$ cat src/rtl/extbus_ctl_if.sv
// ============================================================================
// Module   : extbus_ctl_if
// Brief    : Cache-side request/reply and memory-side beat signals of the
//            external bus controller, with controller (slave) and
//            environment (master) views.
// Revision : 1.0  initial release
// ============================================================================
`timescale 1ns/1ps
`default_nettype none

interface extbus_ctl_if;
   logic        phi2;
   logic        extreq;
   logic        extwr;
   logic [4:0]  extsz;
   logic        extsrc;
   logic [31:0] extaddr;
   logic [63:0] extwdata;
   logic        extrdy;
   logic        extreply;
   logic        extreplyto;
   logic [63:0] extrdata;
   logic [28:0] memaddr;
   logic        memrd;
   logic        memwr;
   logic [63:0] memwdata;
   logic [63:0] memrdata;
   logic        memack;

   modport slave (
      input  phi2, extreq, extwr, extsz, extsrc, extaddr, extwdata,
             memrdata, memack,
      output extrdy, extreply, extreplyto, extrdata,
             memaddr, memrd, memwr, memwdata
   );

   modport master (
      output phi2, extreq, extwr, extsz, extsrc, extaddr, extwdata,
             memrdata, memack,
      input  extrdy, extreply, extreplyto, extrdata,
             memaddr, memrd, memwr, memwdata
   );
endinterface

`default_nettype wire

$ cat src/rtl/extbus_ctl.sv
// ============================================================================
// Module   : extbus_ctl
// Brief    : Turns single cache requests into 1/2/4-beat memory transfers,
//            advancing only on phi2-enabled clock edges.
// Revision : 1.0  initial release
// ============================================================================
`timescale 1ns/1ps
`default_nettype none

module extbus_ctl (
   input  wire logic      clk,
   input  wire logic      reset,
   extbus_ctl_if.slave    bus
);

   localparam logic [1:0] S_IDLE = 2'd0;
   localparam logic [1:0] S_RD   = 2'd1;
   localparam logic [1:0] S_WR   = 2'd2;

   logic [1:0]  r_state;
   logic [1:0]  r_beat;
   logic [1:0]  r_last;
   logic [28:0] r_base;
   logic        r_src;

   logic [1:0]  w_last_nxt;
   logic [28:0] w_beat_addr;
   logic        w_busy;
   logic        w_step;
   logic        w_live;
   logic        w_unused;

   // Low address bits select a byte inside the doubleword and are not used.
   assign w_unused = &{1'b0, bus.extaddr[2:0]};

   always_comb begin
      w_last_nxt = 2'd0;
      case (bus.extsz)
         5'd31:   w_last_nxt = 2'd3;
         5'd15:   w_last_nxt = 2'd1;
         default: w_last_nxt = 2'd0;
      endcase
   end

   // 4-beat bursts count upward with wrap; 2-beat bursts go critical-word-first.
   always_comb begin
      w_beat_addr = r_base;
      case (r_last)
         2'd3:    w_beat_addr = r_base + {27'd0, r_beat};
         2'd1:    w_beat_addr = r_base ^ {27'd0, r_beat};
         default: w_beat_addr = r_base;
      endcase
   end

   assign w_busy = (r_state == S_RD) || (r_state == S_WR);
   assign w_step = w_busy & bus.phi2 & bus.memack;

   always_ff @(posedge clk) begin
      if (reset) begin
         r_state <= S_IDLE;
         r_beat  <= 2'd0;
         r_last  <= 2'd0;
         r_base  <= 29'd0;
         r_src   <= 1'b0;
      end else if (bus.phi2) begin
         case (r_state)
            S_IDLE: begin
               if (bus.extreq) begin
                  r_base  <= bus.extaddr[31:3];
                  r_src   <= bus.extsrc;
                  r_last  <= w_last_nxt;
                  r_beat  <= 2'd0;
                  r_state <= bus.extwr ? S_WR : S_RD;
               end
            end
            S_RD, S_WR: begin
               if (bus.memack) begin
                  if (r_beat == r_last) begin
                     r_state <= S_IDLE;
                  end else begin
                     r_beat <= r_beat + 2'd1;
                  end
               end
            end
            default: r_state <= S_IDLE;
         endcase
      end
   end

   // Every output is forced low while reset is held, including extrdy.
   assign w_live          = ~reset;
   assign bus.extrdy      = w_live & (r_state == S_IDLE);
   assign bus.memrd       = w_live & (r_state == S_RD);
   assign bus.memwr       = w_live & (r_state == S_WR);
   assign bus.extreply    = w_live & w_step;
   assign bus.extreplyto  = w_live & r_src;
   assign bus.memaddr     = (w_live & w_busy) ? w_beat_addr : 29'd0;
   assign bus.extrdata    = (w_live & w_step & (r_state == S_RD)) ? bus.memrdata : 64'd0;
   assign bus.memwdata    = w_live ? bus.extwdata : 64'd0;

endmodule

`default_nettype wire

$ cat src/flat_wrapper.sv
// flat-port wrapper written by rule: the top's interface ports become plain ports
module extbus_ctl_flat 
  (clk, reset, bus_phi2, bus_extreq, bus_extwr, bus_extsz, bus_extsrc, bus_extaddr, bus_extwdata, bus_memrdata, bus_memack, bus_extrdy, bus_extreply, bus_extreplyto, bus_extrdata, bus_memaddr, bus_memrd, bus_memwr, bus_memwdata);
  extbus_ctl_if bus_i ();
  input  wire logic clk;
  input  wire logic reset;
  input wire logic [$bits(bus_i.phi2)-1:0] bus_phi2;
  input wire logic [$bits(bus_i.extreq)-1:0] bus_extreq;
  input wire logic [$bits(bus_i.extwr)-1:0] bus_extwr;
  input wire logic [$bits(bus_i.extsz)-1:0] bus_extsz;
  input wire logic [$bits(bus_i.extsrc)-1:0] bus_extsrc;
  input wire logic [$bits(bus_i.extaddr)-1:0] bus_extaddr;
  input wire logic [$bits(bus_i.extwdata)-1:0] bus_extwdata;
  input wire logic [$bits(bus_i.memrdata)-1:0] bus_memrdata;
  input wire logic [$bits(bus_i.memack)-1:0] bus_memack;
  output wire logic [$bits(bus_i.extrdy)-1:0] bus_extrdy;
  output wire logic [$bits(bus_i.extreply)-1:0] bus_extreply;
  output wire logic [$bits(bus_i.extreplyto)-1:0] bus_extreplyto;
  output wire logic [$bits(bus_i.extrdata)-1:0] bus_extrdata;
  output wire logic [$bits(bus_i.memaddr)-1:0] bus_memaddr;
  output wire logic [$bits(bus_i.memrd)-1:0] bus_memrd;
  output wire logic [$bits(bus_i.memwr)-1:0] bus_memwr;
  output wire logic [$bits(bus_i.memwdata)-1:0] bus_memwdata;
  assign bus_i.phi2 = bus_phi2;
  assign bus_i.extreq = bus_extreq;
  assign bus_i.extwr = bus_extwr;
  assign bus_i.extsz = bus_extsz;
  assign bus_i.extsrc = bus_extsrc;
  assign bus_i.extaddr = bus_extaddr;
  assign bus_i.extwdata = bus_extwdata;
  assign bus_i.memrdata = bus_memrdata;
  assign bus_i.memack = bus_memack;
  assign bus_extrdy = bus_i.extrdy;
  assign bus_extreply = bus_i.extreply;
  assign bus_extreplyto = bus_i.extreplyto;
  assign bus_extrdata = bus_i.extrdata;
  assign bus_memaddr = bus_i.memaddr;
  assign bus_memrd = bus_i.memrd;
  assign bus_memwr = bus_i.memwr;
  assign bus_memwdata = bus_i.memwdata;
  extbus_ctl u_core (.clk(clk), .reset(reset), .bus(bus_i));
endmodule
$ cat config.mk
export PLATFORM = sky130hd
export DESIGN_NAME = extbus_ctl_flat
export DESIGN_NICKNAME = d
export VERILOG_FILES = /design/src/rtl/extbus_ctl_if.sv /design/src/rtl/extbus_ctl.sv /design/src/flat_wrapper.sv
export SDC_FILE = /design/constraint.sdc
export NUM_CORES = 1
export LEC_CHECK = 0
export ABC_AREA = 1
export BUFFER_PORTS_ARGS = -buffer_cell sky130_fd_sc_hd__buf_4
export CAP_MARGIN = 20
export CORE_AREA = 2 2 129 131
export DETAILED_ROUTE_END_ITERATION = 12
export DIE_AREA = 0 0 131 133
export GPL_TIMING_DRIVEN = 0
export PLACE_DENSITY = 0.64
export SLEW_MARGIN = 25
export SYNTH_ARGS = -nofsm -noshare
export SYNTH_HDL_FRONTEND = slang
export SYNTH_SLANG_ARGS = --single-unit
$ cat constraint.sdc
create_clock -name clk -period 2.5 [get_ports clk]
set_input_delay 0.125 -clock clk [delete_from_list [all_inputs] [get_ports clk]]
set_output_delay 0.125 -clock clk [all_outputs]
set_load 0.05 [all_outputs]
==> reports/metrics.cfg <==
[place]
gp_congestion = 0.886
dp_cells = 1220
dpl.hpwl_mm = 13.0
portBuffers = 330

[critical_path]
end_kind = primary output
ff2ff_path_depth = 6
start_kind = flip-flop
path_class = flip-flop to primary output
crit_arrival_ns = 2.23
worstPathRequired_ns = 2.38
cp_max_fo = 5

[run_status]
outcome = completed

[sta]
worst_pin_slew_ns = 0.659
hold_viol = 0
slew_viol_final = 0
period_minus_slack_ns = 2.36
min_period_over_period = 0.943
setup_viol = 0
slew-limit-headroom = 0.561
fmax_ghz = 0.424
fin_skew_ns = 0.00176

[global_routing]
grt_usage = 0.162
grt_start_max_net_pins = 11
grt-ovfl-total = 0
grt_pass1_vias = 4606
grt_pass1_wl_mm = 22.7
antenna_found_initial = 0

[run]
cap_violations = 0

[routing]
dr_total_vias = 5028
firstDrtPassIters = 5
ant_nets = 0
routedWlPerCell_um = 12.4
routed_via_density = 4.09
drtIter0Drc = 237
wl_mm = 15.3
drcViolationCount = 0

[clock_tree]
htree_levels = 2
clock_path_buffers = 2
cts.sinks = 36
clock_latency_ns = 0.27
cts_tree = built
path_clk_slew_ns = 0.06
numCtsBuffers = 5
clock_tree.root_cell = clkbuf_16

[floorplanning]
dieArea_mm2 = 0.0174
start_util = 0.213
pin_count = 334
die_h_um = 133
dieWidth_um = 131
rows = 47
core_area_mm2 = 0.0162

[synthesis]
synth_warnings = 0
ys.flop_type = dfxtp_1
synth_top_area_cell = dfxtp_1
synth-seq-cells = 36
synth_top_area_frac = 0.209
synthArstFlopShare = 0
synth_cells = 670
synth_common_cells = inv_1 (185), nor2_1 (177), nand2_1 (92)
netlist_top_cells_area = dfxtp_1 (21%), inv_1 (20%), nor2_1 (19%)
ys_seq_area_frac = 0.209
syn_nets = 848
synth_edf_count = 0
synth_area_mm2 = 0.00345
synth.distinct_cells = 31
synth.avg_cell_area_um2 = 5.14
yosysMostFrequentCell = inv_1

[final_layout]
postLayoutCoreUtil = 0.396
area_growth_pct = 85.7
layout.cells.non_filler = 1228
layout-drive-gt1-share = 0.364
n_antenna_cell = 0
fin_nets = 1186

[pwr]
p_leak_nw = 3.62
power_density_mw_per_mm2 = 496
p_total_mw = 3.18
ir_worst_vdd_uv = 249

[hold_path]
hold_class = input port to flip-flop
hold_depth = 3

==> area by class of cell <==
type	instances	area, um2
clock buffers	7	153
fillers	1758	9770
repair buffers	332	2500
inverters	188	707
plain buffers	24	109
multi-input cells	421	1930
flip-flops and latches	36	721
well taps	220	275
==> final timing paths <==
kind                          start                 to  slack, ns
hold reg to reg        u_core.r_src       u_core.r_src       0.46
setup / recovery   u_core.r_beat[0]    bus_memaddr[28]       0.14
hold / removal      bus_extaddr[22]  u_core.r_base[19]       0.11
setup reg to reg  u_core.r_state[0]  u_core.r_base[23]       0.60
==> through the flow <==
| step | setup TNS, ns | worst slack (ns) | instance area, um2 | hold WS, ns |
|---|---|---|---|---|
| finish | 0 | 0.143 | 6400 | 0.107 |
| global route | -0.0196 | -0.0196 | 6400 | 0.0991 |
| CTS | 0 | 0.00912 | 6360 | 0.104 |
| detailed placement | 0 | 0.192 | 6200 | 0.388 |
| global placement | 0 | 0.147 | 6200 | 0.382 |
| floorplan | -11.08 | -0.184 | 3450 | 0.270 |
==> state kept, by name (all words and copies together) (netlist names) <==
| name | flops |
|---|---|
| u_core.r_state | 2 |
| u_core.r_base | 29 |
| u_core.r_beat | 2 |
| u_core.r_last | 2 |
| u_core.r_src | 1 |
==> critical path, cell delays in order (launching register included) <==
cell and delay (ns):
dfxtp_1 0.38, ha_1 0.21, fa_1 0.20, inv_1 0.08
nor2_2 0.18, nand3_1 0.12, nor2_2 0.20, nand3_1 0.09
nand2_1 0.07, inv_1 0.03, nor2_1 0.16, buf_4 0.23
==> what timing repair did <==
| action | 4_1_cts | 5_1_grt |
|---|---|---|
| setup endpoints to repair | 61 | 71 |
| gates resized for setup | 2 | 7 |
| pin swaps | 0 | 2 |
| buffers inserted | 0 | 2 |
| hold buffers | 0 | 0 |
==> layer usage <==
metal	share of wire	up-vias	track usage	routed length, um
li1	-	2637	-	-
met1	0.39	2150	0.188	5990
met2	0.50	231	0.305	7580
met3	0.099	10	0.0348	1520
met4	0.011	0	0.0248	169
met5	0	-	0	0
==> power breakdown <==
group	internal, mW	total [mW]	switching, mW
logic	0.598	1.73	1.13
registers	0.685	0.788	0.102
clock network	0.419	0.657	0.239
==> logic make-up after synthesis <==
logic type,after synthesis,share of synthesized area
AND/OR/NAND/NOR,322,0.389
adder cells (fa/ha/maj),6,0.0240
AO/OA/AOI/OAI,91,0.136
buffers and inverters,213,0.237
XOR/XNOR,2,0.00508
flip-flops,36,0.209
==> cells in the final DEF (no fill, tap or decap), drive strengths merged, types with 2 or more instances in the layout <==
cell type	instances
nand2	93
a21oi	48
dfxtp	36
clkbuf	24
nand4	9
inv	187
ha	5
buf	339
nor3	12
nor2	185
a22oi	2
xnor2	2
nand3	21
o21ai	39
Power figures use the tool's default switching activity.
